[src/rtl/uart_pixel_tx_pkg.sv]
// Shared types and helpers for the POV display UART transmit path.
package pov_uart_pkg;

    typedef enum logic [1:0] {
        IDLE,
        START,
        DATA,
        STOP
    } tx_state_e;

    localparam int BYTES_PER_PIXEL = 3;

    // Integer-divided bit period in clock cycles.
    function automatic int clks_per_bit(input int clk_hz, input int baud);
        return clk_hz / baud;
    endfunction

    // Mirror a byte so bit 7 lands in bit 0.
    function automatic logic [7:0] bit_rev8(input logic [7:0] b);
        logic [7:0] r;
        for (int i = 0; i < 8; i++) begin
            r[i] = b[7-i];
        end
        return r;
    endfunction

endpackage

[src/rtl/uart_pixel_tx_if.sv]
// Pixel word handshake between a pixel source and the UART pixel transmitter.
interface uart_pixel_tx_if;
    logic [23:0] pixel_in;
    logic        pixel_valid;
    logic        pixel_ready;

    modport master (output pixel_in, output pixel_valid, input pixel_ready);
    modport slave  (input pixel_in, input pixel_valid, output pixel_ready);
endinterface

[src/rtl/uart_pixel_tx_byte.sv]
// 8N1 byte serialiser. A byte offered on the last stop-bit cycle starts
// immediately on the next cycle, so consecutive bytes have no idle gap.
module uart_tx_byte
    import pov_uart_pkg::*;
#(
    parameter int CLKS_PER_BIT = 434
) (
    input  logic       clk,
    input  logic       rst,
    input  logic [7:0] byte_i,
    input  logic       byte_valid_i,
    output logic       byte_ready_o,
    output logic       txd_o,
    output logic       done_o
);

    localparam int BW = (CLKS_PER_BIT > 1) ? $clog2(CLKS_PER_BIT) : 1;
    localparam logic [BW-1:0] BAUD_LAST = BW'(CLKS_PER_BIT - 1);
    localparam logic [BW-1:0] BAUD_PRE  = BW'(CLKS_PER_BIT - 2);

    tx_state_e     state_q;
    logic [BW-1:0] baud_q;
    logic [2:0]    bit_q;
    logic [7:0]    sh_q;
    logic          txd_q;
    logic          done_q;

    // done_q is high exactly on the last stop-bit cycle, which is also the
    // only cycle outside IDLE where a new byte may be taken.
    assign byte_ready_o = (state_q == IDLE) || done_q;
    assign txd_o        = txd_q;
    assign done_o       = done_q;

    // Line state machine; TxD and done are registered so the line never glitches.
    always_ff @(posedge clk or posedge rst) begin
        if (rst) begin
            state_q <= IDLE;
            baud_q  <= '0;
            bit_q   <= '0;
            sh_q    <= '0;
            txd_q   <= 1'b1;
            done_q  <= 1'b0;
        end else begin
            done_q <= 1'b0;
            case (state_q)
                IDLE: begin
                    txd_q <= 1'b1;
                    if (byte_valid_i) begin
                        sh_q    <= byte_i;
                        baud_q  <= '0;
                        txd_q   <= 1'b0;
                        state_q <= START;
                    end
                end
                START: begin
                    if (baud_q == BAUD_LAST) begin
                        baud_q  <= '0;
                        bit_q   <= '0;
                        txd_q   <= sh_q[0];
                        state_q <= DATA;
                    end else begin
                        baud_q <= baud_q + 1'b1;
                    end
                end
                DATA: begin
                    if (baud_q == BAUD_LAST) begin
                        baud_q <= '0;
                        if (bit_q == 3'd7) begin
                            txd_q   <= 1'b1;
                            state_q <= STOP;
                        end else begin
                            bit_q <= bit_q + 3'd1;
                            txd_q <= sh_q[1];
                            sh_q  <= {1'b0, sh_q[7:1]};
                        end
                    end else begin
                        baud_q <= baud_q + 1'b1;
                    end
                end
                STOP: begin
                    if (baud_q == BAUD_PRE) begin
                        done_q <= 1'b1;
                    end
                    if (baud_q == BAUD_LAST) begin
                        baud_q <= '0;
                        if (byte_valid_i) begin
                            sh_q    <= byte_i;
                            txd_q   <= 1'b0;
                            state_q <= START;
                        end else begin
                            state_q <= IDLE;
                        end
                    end else begin
                        baud_q <= baud_q + 1'b1;
                    end
                end
                default: begin
                    state_q <= IDLE;
                    txd_q   <= 1'b1;
                end
            endcase
        end
    end

endmodule

[src/rtl/uart_pixel_tx.sv]
// Unpacks a 24-bit pixel into three wire bytes (b0, b1, b2) and sends them
// as back-to-back 8N1 frames through uart_tx_byte.
module uart_pixel_tx
    import pov_uart_pkg::*;
#(
    parameter int CLK_HZ       = 50000000,
    parameter int BAUD         = 115200,
    parameter int REVERSE_BITS = 1
) (
    input  logic            clk,
    input  logic            RESET,
    uart_pixel_tx_if.slave  pix,
    output logic            TxD,
    output logic            busy,
    output logic            byte_done,
    output logic            pixel_done
);

    localparam int CLKS_PER_BIT = clks_per_bit(CLK_HZ, BAUD);
    localparam logic [1:0] LAST_IDX = 2'(BYTES_PER_PIXEL - 1);

    generate
        if (CLKS_PER_BIT < 2) begin : g_cpb_check
            $error("uart_pixel_tx: CLKS_PER_BIT must be at least 2");
        end
    endgenerate

    logic [23:0] shadow_q, shadow_d;
    logic [1:0]  byte_idx_q, byte_idx_d;
    logic        busy_q, busy_d;
    logic        ready_q, ready_d;

    logic        accept;
    logic        last_byte;
    logic [1:0]  next_idx;
    logic [7:0]  tx_byte;
    logic        tx_valid;
    logic        tx_ready;
    logic        tx_done;

    // Wire byte k of a pixel: order b0, b1, b2, optionally bit-mirrored.
    function automatic logic [7:0] wire_byte(input logic [23:0] px, input logic [1:0] idx);
        logic [7:0] b;
        case (idx)
            2'd0:    b = px[15:8];
            2'd1:    b = px[7:0];
            default: b = px[23:16];
        endcase
        return (REVERSE_BITS != 0) ? bit_rev8(b) : b;
    endfunction

    assign accept    = pix.pixel_valid && ready_q;
    assign last_byte = (byte_idx_q == LAST_IDX);
    assign next_idx  = byte_idx_q + 2'd1;

    // The first byte comes straight from pixel_in so the start bit begins on
    // the acceptance edge; later bytes come from the shadow copy.
    assign tx_byte  = accept ? wire_byte(pix.pixel_in, 2'd0) : wire_byte(shadow_q, next_idx);
    assign tx_valid = accept || (tx_done && busy_q && !last_byte);

    assign pix.pixel_ready = ready_q;
    assign busy            = busy_q;
    assign byte_done       = tx_done;
    assign pixel_done      = tx_done && busy_q && last_byte;

    // Pixel sequencing: latch on accept, advance byte index on each byte end.
    always_comb begin
        shadow_d   = shadow_q;
        byte_idx_d = byte_idx_q;
        busy_d     = busy_q;
        ready_d    = ready_q;
        if (accept) begin
            shadow_d   = pix.pixel_in;
            byte_idx_d = 2'd0;
            busy_d     = 1'b1;
            ready_d    = 1'b0;
        end else if (pixel_done) begin
            byte_idx_d = 2'd0;
            busy_d     = 1'b0;
            ready_d    = 1'b1;
        end else if (tx_done && busy_q) begin
            byte_idx_d = next_idx;
        end else if (!busy_q) begin
            ready_d = 1'b1;
        end
    end

    // Pixel-level state registers.
    always_ff @(posedge clk or posedge RESET) begin
        if (RESET) begin
            shadow_q   <= '0;
            byte_idx_q <= '0;
            busy_q     <= 1'b0;
            ready_q    <= 1'b0;
        end else begin
            shadow_q   <= shadow_d;
            byte_idx_q <= byte_idx_d;
            busy_q     <= busy_d;
            ready_q    <= ready_d;
        end
    end

    uart_tx_byte #(
        .CLKS_PER_BIT(CLKS_PER_BIT)
    ) u_tx_byte (
        .clk         (clk),
        .rst         (RESET),
        .byte_i      (tx_byte),
        .byte_valid_i(tx_valid),
        .byte_ready_o(tx_ready),
        .txd_o       (TxD),
        .done_o      (tx_done)
    );

    // tx_ready mirrors pixel_ready/byte_done timing and is kept for the
    // standalone debug transmitter use of uart_tx_byte.
    logic unused_ready;
    assign unused_ready = tx_ready;

endmodule

[src/flat_wrapper.sv]
// flat-port wrapper written by rule: the top's interface ports become plain ports
module uart_pixel_tx_flat import pov_uart_pkg::*;
#(
    parameter int CLK_HZ       = 50000000,
    parameter int BAUD         = 115200,
    parameter int REVERSE_BITS = 1
)
  (clk, RESET, TxD, busy, byte_done, pixel_done, pix_pixel_in, pix_pixel_valid, pix_pixel_ready);
  uart_pixel_tx_if pix_i ();
  input  logic clk;
  input  logic RESET;
  output logic TxD;
  output logic busy;
  output logic byte_done;
  output logic pixel_done;
  input wire logic [$bits(pix_i.pixel_in)-1:0] pix_pixel_in;
  input wire logic [$bits(pix_i.pixel_valid)-1:0] pix_pixel_valid;
  output wire logic [$bits(pix_i.pixel_ready)-1:0] pix_pixel_ready;
  assign pix_i.pixel_in = pix_pixel_in;
  assign pix_i.pixel_valid = pix_pixel_valid;
  assign pix_pixel_ready = pix_i.pixel_ready;
  uart_pixel_tx #(.CLK_HZ(CLK_HZ), .BAUD(BAUD), .REVERSE_BITS(REVERSE_BITS)) u_core (.clk(clk), .RESET(RESET), .pix(pix_i), .TxD(TxD), .busy(busy), .byte_done(byte_done), .pixel_done(pixel_done));
endmodule
[config.mk]
export PLATFORM = sky130hd
export DESIGN_NAME = uart_pixel_tx_flat
export DESIGN_NICKNAME = d
export VERILOG_FILES = /design/src/rtl/uart_pixel_tx_pkg.sv /design/src/rtl/uart_pixel_tx_if.sv /design/src/rtl/uart_pixel_tx_byte.sv /design/src/rtl/uart_pixel_tx.sv /design/src/flat_wrapper.sv
export SDC_FILE = /design/constraint.sdc
export NUM_CORES = 1
export LEC_CHECK = 0
export ABC_AREA = 1
export CORE_MARGIN = 5
export CORE_UTILIZATION = 40
export DETAILED_ROUTE_END_ITERATION = 6
export PLACE_DENSITY_LB_ADDON = 0.3
export SYNTH_ARGS = -nofsm -noshare
export SYNTH_HDL_FRONTEND = slang
export SYNTH_SLANG_ARGS = --single-unit
[constraint.sdc]
create_clock -name clk -period 1.9 [get_ports clk]
set_clock_uncertainty 0.1 [all_clocks]
set_input_delay 0.57 -clock clk [delete_from_list [all_inputs] [get_ports clk]]
set_output_delay 0.57 -clock clk [all_outputs]
set_load 0.1 [all_outputs]
==> reports/results.tsv, run 1 <==
metric	value	unit
status	finished, violations left	
failing checks	setup timing	
first-pass GRT wire length	11.3	mm
Placed Area	3500	um2
number of antenna diodes	0	
critical setup path kind	flip-flop to output pin	
CTS hold repair buffers	0	
total routed wirelength	6.28	mm
clk sink count	52	
Final Cycle Share	100	%
Avg WL per Cell	11.8	um
die area	9100	um2
drt pass-1 iters	4	
Max Transition Viols Final	0	
Core ar.	7180	um2
Worst-Margin Slew	0.391	ns
type of the worst min-delay path	flip-flop to flip-flop	
Netlist Area Pre-Place	2920	um2
Die Wd	95.4	um
Rows	31	
VDD IR max	0.353	mV
clk root buf	clkbuf_8	
Mean Syn Cell Area	7.58	um2
Antenna Nets Post-Route	0	
max_cap viols	0	
minimum clock period	1.91	ns
Place WS	-0.0955	ns
RSZ-0062 raised after global routing	yes	
number of global-route vias before repair	2547	
Yosys cell types	32	
Startpoint Class	flip-flop	
Lkg Pwr	0.00194	uW
GPL Wtd Cong	0.849	
Ys Warns	0	
CP max FO	2	
area delta synth->final	25.6	%
initial antenna violation count	0	
share of layout cells above drive strength 1	15.5	%
Max-slew headroom	73.8	%
Final setup viols	1	
clk_lat worst skew	0.30	ns
H-tree levels	2	
IO Port Bufs	31	
Starting Density	40.7	%
drt initial violations	96	
worst endpoint data arrival time	1.24	ns
FF+latch count, synth	52	
Critical Path Sink Type	output pin	
Setup TNS	-0.00517	ns
via count	2529	
total gr overflow	0	
Seq/Total Area, Yosys	44.6	%
clk slew on worst S/H paths	0.09	ns
largest net degree at the start of global routing	26	
Die Ht	95.4	um
Tot GR Track Use	15.7	%
syn_nets	426	
Final WS setup	-0.00517	ns
Final Hold Viols	0	
maximum clock insertion buffer count	2	
CTS tree	done	
final cell utilization of the core	51.1	%
PD cells	531	nW/um2
final instance area	3660	um2
worst endpoint required time	1.23	ns
nets@finish	472	
drt drc	0	
Post-DP HPWL	4.77	mm
CTS buffer count	5	
Via density	4.76	
FMAX	525	MHz
Ports	32	
Synth Instances	385	
==> per-stage QoR <==
stage	power [uW]	hold WS [ns]	instances
6_report	1950	0.383	531
5_1_grt	2030	0.402	531
3_5_place_dp	1220	0.360	519
4_1_cts	1980	0.385	531
2_1_floorplan	1150	0.341	385
3_3_place_gp	1220	0.355	519
==> report_power, final <==
part	internal, uW	switching [uW]
sequential	1110	0
clock	391	360
combinational	55.4	34.8
total	1550	394
==> final timing paths <==
check	cells past startpoint	endpoint	from	slack, ns
max in group asynchronous	3	u_core.u_tx_byte.txd_o$_DFFE_PP1P_	RESET	0.73
setup / recovery	5	pixel_done	u_core.byte_idx_q[0]$_DFFE_PP0P_	-0.005
min in group asynchronous	2	u_core.u_tx_byte.sh_q[1]$_DFFE_PP0P_	RESET	0.50
setup reg to reg	7	u_core.u_tx_byte.sh_q[4]$_DFFE_PP0P_	u_core.u_tx_byte.state_q[0]$_DFFE_PP0P_	0.18
hold reg to reg	2	u_core.u_tx_byte.sh_q[2]$_DFFE_PP0P_	u_core.u_tx_byte.sh_q[2]$_DFFE_PP0P_	0.38
hold / removal	2	u_core.u_tx_byte.sh_q[2]$_DFFE_PP0P_	u_core.u_tx_byte.sh_q[2]$_DFFE_PP0P_	0.38
==> cell type report <==
type	count	area, um2
clock inverters	2	35.0
fillers	680	3510
inverters	38	146
flip-flops and latches	52	1310
repair buffers	50	541
clock buffers	6	72.6
well taps	99	124
multi-input cells	284	1440
==> what timing repair did <==
item / 4_1_cts / 5_1_grt
gates resized for setup: 4 / 2
pin swaps: 2 / 1
buffers inserted: 4 / 0
endpoints found under the setup margin: 1 / 13
==> registers in the layout (all words and copies together) (netlist names) <==
signal	cells
u_core.busy	1
u_core.byte_idx_q	2
u_core.pix.pixel_ready	1
u_core.shadow_q	24
u_core.u_tx_byte.baud_q	9
u_core.u_tx_byte.bit_q	3
u_core.u_tx_byte.done_o	1
u_core.u_tx_byte.sh_q	8
u_core.u_tx_byte.state_q	2
u_core.u_tx_byte.txd_o	1
==> synthesized netlist by cell type <==
cell	n	share of area (%)
buf_2	6	1.0
or2_2	3	0.64
clkbuf_1	2	0.26
buf_6	2	0.77
nor2_1	24	3.1
nand4_1	9	1.9
a21oi_4	1	0.56
dfstp_2	1	0.90
o21ai_0	19	3.3
nand2_1	158	20
inv_2	6	0.77
a21oi_1	5	0.86
o21ai_2	1	0.30
nand3_1	24	4.1
dfrtp_1	51	44
o21ai_1	3	0.51
nand3_2	2	0.69
ha_1	14	6.0
o31ai_1	1	0.26
buf_4	1	0.26
nand2_2	3	0.64
o31a_1	1	0.30
xnor2_1	1	0.30
or2_1	2	0.43
o21ai_4	1	0.56
o22ai_1	1	0.21
nor2_2	2	0.43
nor3_1	2	0.34
nand3b_1	1	0.26
or2_4	2	0.60
nand2_4	4	1.5
inv_1	32	4.1
==> worst max-delay path, stage by stage, from the launching register on <==
cell and delay, ns:
dfrtp_1 0.40, inv_2 0.08, ha_4 0.12, inv_2 0.04, nor2_4 0.11, buf_12 0.18
==> per-layer routing <==
| layer | wire length, um | GRT usage (%) | up-vias |
|---|---|---|---|
| met5 | 0 | 0 | - |
| li1 | - | - | 1295 |
| met3 | 175 | 3.24 | 9 |
| met1 | 3100 | 21.1 | 1197 |
| met2 | 2920 | 25.5 | 28 |
| met4 | 87 | 4.98 | 0 |
==> logic make-up (layout without fill, tap and decap cells) <==
logic type	after synthesis	after routing	share of synthesized area, %
flops	52	52	44.6
fa+ha+maj	14	14	6.00
buf+inv	49	96	7.20
simple gates	236	236	35.0
compound gates	33	33	6.82
xor+xnor	1	1	0.300
==> cells in the final DEF (no fill, tap or decap), types with 3 or more instances in the layout <==
| cell type | Yosys | routed |
|---|---|---|
| nand2_1 | 158 | 157 |
| dfrtp_1 | 51 | 48 |
| inv_1 | 32 | 29 |
| clkdlybuf4s50_1 | 0 | 26 |
| nand3_1 | 24 | 24 |
| nor2_1 | 24 | 23 |
| o21ai_0 | 19 | 19 |
| buf_4 | 1 | 16 |
| ha_1 | 14 | 12 |
| nand4_1 | 9 | 9 |
| inv_2 | 6 | 8 |
| buf_12 | 0 | 8 |
| a21oi_1 | 5 | 5 |
| clkbuf_8 | 0 | 5 |
| nand2_2 | 3 | 4 |
| nand2_4 | 4 | 4 |
| o21ai_1 | 3 | 3 |
| or2_2 | 3 | 3 |
| dfrtp_2 | 0 | 3 |
(Power assumes the default switching activity.)
==> inputs of run 2 (changes only) <==
Settings changed: DONT_BUFFER_PORTS set to 1, SLEW_MARGIN set to 20.
==> run 2 against run 1 <==
  * Largest cell class unchanged
  * The run still ends with setup timing left
  * Combinational power fell by 67%
  * Die area did not move
  * Worst setup slack got worse by 0.0063 ns
  * Cell count fell by 6.2%
==> reports/results.tsv, run 2 (synthesis results as in run 1) <==
metric	value	unit
status	finished, violations left	
failing checks	setup timing	
maximum clock insertion buffer count	2	
Largest regs	u_core.shadow_q x24, u_core.u_tx_byte.baud_q x9, u_core.u_tx_byte.sh_q x8	
minimum clock period	1.91	ns
met2 usage	25.5	%
clk slew on worst S/H paths	0.11	ns
die area	9100	um2
cells on worst reg2reg path	12	
slowest CP cell	dfrtp_1	
flop-to-flop setup slack	0.17	ns
final instance area	3240	um2
worst endpoint required time	1.23	ns
Starting Density	40.7	%
total routed wirelength	6.45	mm
Core ar.	7180	um2
Pwr Total	1820	uW
most common cell after layout, fill and taps aside	nand2_1	
crit-path max cell delay	0.40	ns
Die Ht	95.4	um
met1 usage	21.6	%
most flop-heavy register	u_core.shadow_q	
Worst-Margin Slew	0.508	ns
GR Layer Usage met3	3.55	%
multi-input combinational cell area	1430	um2
clk_lat worst skew	0.32	ns
first-pass GRT wire length	11.5	mm
total gr overflow	0	
share of layout cells above drive strength 1	15.3	%
max reg flops	24	
Post-DP HPWL	4.71	mm
Tot GR Track Use	16.1	%
worst reg2reg path endpoint	u_core.u_tx_byte.sh_q[0]$_DFFE_PP0P_	
Final WS setup	-0.0114	ns
nets@finish	439	
Max-slew headroom	66.1	%
Critical Path Sink Type	output pin	
Antenna Nets Post-Route	0	
H-tree levels	2	
Ports	32	
FF-to-FF Start	u_core.byte_idx_q[0]$_DFFE_PP0P_	
Via density	4.83	
GPL Wtd Cong	0.831	
max_cap viols	0	
fillers	726	
VDD IR max	0.284	mV
critical setup path kind	flip-flop to output pin	
Placed Area	3100	um2
clk root buf	clkbuf_8	
drt pass-1 iters	4	
CTS buffer count	5	
CP max FO	3	
largest net degree at the start of global routing	28	
Place WS	0.172	ns
clk sink count	52	
PD cells	562	nW/um2
Final Hold Viols	0	
drt drc	0	
number of antenna diodes	0	
Avg WL per Cell	13.0	um
via count	2404	
Lkg Pwr	0.00176	uW
Setup TNS	-0.0114	ns
Final Cycle Share	101	%
type of the worst min-delay path	input port to async pin	
initial antenna violation count	0	
Rows	31	
RSZ-0062 raised after global routing	yes	
CP dominant cell by count	inv_2	
crit-path cells	inv_2 > ha_4 > inv_2 > nor2_4 > buf_12	
FMAX	523	MHz
Die Wd	95.4	um
area delta synth->final	11.1	%
commonest cells after routing, fill and taps aside	nand2_1, dfrtp_1, inv_1	
number of global-route vias before repair	2492	
Final setup viols	1	
worst endpoint data arrival time	1.24	ns
Startpoint Class	flip-flop	
GR peak layer	met2	
CTS tree	done	
drt initial violations	95	
Max Transition Viols Final	0	
WHS	0.0923	ns
IO Port Bufs	0	
register area	1310	um2
-- run 2: cell types whose count changed in the layout (fill, tap and decap cells not counted) --
cell	before	now
buf_12	8	1
bufinv_16	1	0
clkbuf_1	1	0
clkdlybuf4s50_1	26	0
clkinv_2	1	0
clkinvlp_4	1	2
ha_2	0	1
ha_4	2	1
inv_6	0	2
-- run 2: timing repair --
action                                  4_1_cts  5_1_grt
gates resized for setup                       4        1
hold buffers                                  0        0
endpoints found under the setup margin        1        3
setup buffers                                 3        1
pin swaps                                     2        1
cloned                                        0        0
-- run 2: final cells by class --
type,count,share of cell area [%]
Clock buffer,5,2.12
Timing Repair Buffer,17,4.32
Multi-Input combinational cell,284,44.1
Inverter,38,4.52
Tap cell,99,3.82
Sequential cell,52,40.3
Clock inverter,3,0.772
-- run 2: report_power, final --
| part | leakage [uW] | switching (uW) | internal, uW |
|---|---|---|---|
| Clock | 0.0000452 | 415 | 270 |
| Sequential | 0.000673 | 0 | 1110 |
| Combinational | 0.00104 | 25.2 | 4.20 |
-- run 2: worst max-delay path by stage --
stage / from / slack, ns / end
6_report: u_core.byte_idx_q[0]$_DFFE_PP0P_ / -0.01 / pixel_done
5_1_grt: u_core.byte_idx_q[0]$_DFFE_PP0P_ / -0.08 / pixel_done
4_1_cts: u_core.byte_idx_q[0]$_DFFE_PP0P_ / -0.04 / pixel_done
3_5_place_dp: u_core.byte_idx_q[0]$_DFFE_PP0P_ / 0.17 / pixel_done
3_3_place_gp: u_core.byte_idx_q[0]$_DFFE_PP0P_ / 0.21 / pixel_done
2_1_floorplan: u_core.busy$_DFFE_PP0P_ / -0.15 / pixel_done
-- run 2: metrics by stage --
step | util, % | std cells
6_report | 45.2 | 498
5_1_grt | 45.2 | 498
4_1_cts | 45.0 | 497
3_5_place_dp | 43.2 | 486
3_3_place_gp | 43.2 | 486
2_1_floorplan | - | 385
-- run 2: metal layers --
metal / up-vias / wire (um)
met3: 5 / 233
li1: 1224 / -
met4: 0 / 78
met2: 34 / 3040
met5: - / 0
met1: 1141 / 3110
-- run 2: worst max-delay path, delay by kind of cell (launching register included) --
kind | cells | cell delay [ns]
fa+ha+maj | 1 | 0.12
buf+inv | 3 | 0.30
flops | 1 | 0.40
simple gates | 1 | 0.10
==> inputs of run 3 (changes only) <==
Settings changed: GPL_TIMING_DRIVEN set to 0, REMOVE_ABC_BUFFERS set to 1, SYNTH_HIERARCHICAL set to 1.
==> run 3 against run 2 <==
  * The run still ends with setup timing left
  * Combinational power grew to 56 times the previous value
  * Via count shrank 0.62%
  * Flip-flop and latch count is the same
  * Clock power is essentially flat
  * Total power grew 130%
  * Synthesized area grew 0.17%
  * Clock-buffer cell count is the same
  * Register-to-register slack lost 0.24 ns
  * Critical path type unchanged
  * Critical endpoint unchanged
==> reports/results.tsv, run 3 <==
metric	value	unit
Post-DP HPWL	4.05	mm
most flop-heavy register	u_core/shadow_q	
FF-to-FF Start	u_core/u_tx_byte/done_o$_DFF_PP0_	
most common cell after layout, fill and taps aside	nand2_1	
met1 usage	19.2	%
fillers	721	
slowest CP cell	dfrtp_4	
die area	9120	um2
Rows	31	
GR peak layer	met2	
Final Hold Viols	0	
number of antenna diodes	0	
dpl cells	489	
nets@finish	451	
Max-slew headroom	38.1	%
via count	2389	
Antenna Nets Post-Route	0	
clk slew on worst S/H paths	0.11	ns
minimum clock period	2.04	ns
Synth Instances	398	
IO Port Bufs	0	
final instance area	3340	um2
RSZ-0062 raised after global routing	yes	
met2 usage	22.4	%
Place WS	-1.06	ns
Tot GR Track Use	14.2	%
worst reg2reg path endpoint	u_core/u_tx_byte/sh_q[2]$_DFFE_PP0P_	
clk root buf	clkbuf_8	
area delta synth->final	14.2	%
Ys Warns	6	
type of the worst min-delay path	input port to async pin	
Starting Density	40.7	%
Placed Area	3010	um2
GR Layer Usage met3	2.84	%
drt initial violations	113	
Final Cycle Share	107	%
Netlist Area Pre-Place	2920	um2
Crit path depth	3	
CTS hold repair buffers	0	
flop-to-flop setup slack	-0.07	ns
max_cap viols	0	
total gr overflow	0	
H-tree levels	2	
CP Buf/Inv Count	1	
clk_lat worst skew	0.32	ns
PD cells	1240	nW/um2
Ports	32	
drt drc	0	
Largest regs	u_core/shadow_q x24, u_core/u_tx_byte/baud_q x9, u_core/u_tx_byte/sh_q x8	
number of global-route vias before repair	2252	
worst endpoint required time	1.23	ns
VDD IR max	0.454	mV
P_int	2380	uW
commonest cells after routing, fill and taps aside	nand2_1, dfrtp_1, nand3_1	
largest net degree at the start of global routing	34	
power share of the clock group	16.6	%
Die Wd	95.5	um
Mean Syn Cell Area	7.34	um2
first-pass GRT wire length	10.3	mm
Max Transition Viols Final	0	
crit-path max cell delay	0.65	ns
cells on worst reg2reg path	11	
Worst setup endpoint	pixel_done	
switching part of the total	42.4	%
Core ar.	7180	um2
CP max FO	3	
Final setup viols	9	
Comb pwr share	39.6	%
failing checks	setup timing	
sequential power share	43.8	%
CTS tree	done	
Pwr Total	4130	uW
Cell Count, Final, Fillers Out	509	
Critical Path Sink Type	output pin	
GPL Wtd Cong	0.808	
Via density	4.69	
share of layout cells above drive strength 1	16.1	%
Die Ht	95.5	um
clk sink count	52	
initial antenna violation count	0	
critical setup path kind	flip-flop to output pin	
FMAX	490	MHz
max reg flops	24	
Worst Setup SP	u_core/u_tx_byte/done_o$_DFF_PP0_	
maximum clock insertion buffer count	2	
Worst-Margin Slew	0.928	ns
Lkg Pwr	0.00178	uW
total routed wirelength	5.87	mm
crit-path cells	nand2_4 > nor2_4 > clkbuf_16	
WHS	0.0930	ns
CTS buffer count	5	
Avg WL per Cell	11.5	um
Final WS setup	-0.142	ns
Startpoint Class	flip-flop	
worst endpoint data arrival time	1.37	ns
drt pass-1 iters	5	
Worst path top cell family by delay	flip-flops	
NetSw	1750	uW
status	finished, violations left	
==> run 3: changes by cell type in the layout (fill, tap and decap cells not counted), moves of 4 or more <==
cell / before / now
nand2_2: 4 / 8
nand2_1: 157 / 185
nand4_1: 9 / 4
inv_1: 29 / 19
buf_4: 16 / 9
inv_2: 8 / 12
o21ai_0: 19 / 2
nand3_1: 24 / 31
==> run 3: power groups by stage <==
stage                     clock network, uW  registers (uW)  logic, uW
after floorplan                           0            1750       1160
after global placement                    0            1800       1390
after detailed placement                  0            1810       1420
after CTS                               719            1800       1500
after global routing                    769            1860       1870
final                                   684            1810       1640
==> run 3: stage by stage <==
stage | setup TNS [ns] | utilization, %
5_1_grt | -1.50 | 46.5
2_1_floorplan | -17.75 | -
3_3_place_gp | -37.17 | 41.4
3_5_place_dp | -36.70 | 41.9
6_report | -0.572 | 46.5
4_1_cts | -0.674 | 44.8
==> run 3: how the worst min path moves through the flow <==
stage                                                end  slack (ns)  depth (start not counted)
finish                   u_core/shadow_q[23]$_DFFE_PP0P_        0.09                          1
global route             u_core/shadow_q[22]$_DFFE_PP0P_        0.13                          1
CTS                       u_core/shadow_q[4]$_DFFE_PP0P_        0.24                          2
detailed placement  u_core/u_tx_byte/sh_q[6]$_DFFE_PP0P_        0.36                          2
global placement    u_core/u_tx_byte/sh_q[5]$_DFFE_PP0P_        0.35                          2
floorplan           u_core/u_tx_byte/sh_q[7]$_DFFE_PP0P_        0.34                          2
==> run 3: routing by layer <==
metal  up-vias  routed length, um
met5         -                  0
met4         0                 90
met3         7                196
met2        30               2740
met1      1102               2850
li1       1250                  -
==> run 3: final cells by class <==
cell class	count	area [um2]	area share [%]
multi-input cells	301	1520	45.6
flip-flops and latches	52	1310	39.4
inverters	35	144	4.31
repair buffers	14	139	4.16
well taps	99	124	3.71
clock buffers	5	68.8	2.06
clock inverters	3	26.3	0.787
==> run 3: what timing repair did <==
item,in CTS,in global routing
pin swaps,4,8
endpoints found under the setup margin,55,20
resized for setup,18,25
setup buffers,6,6
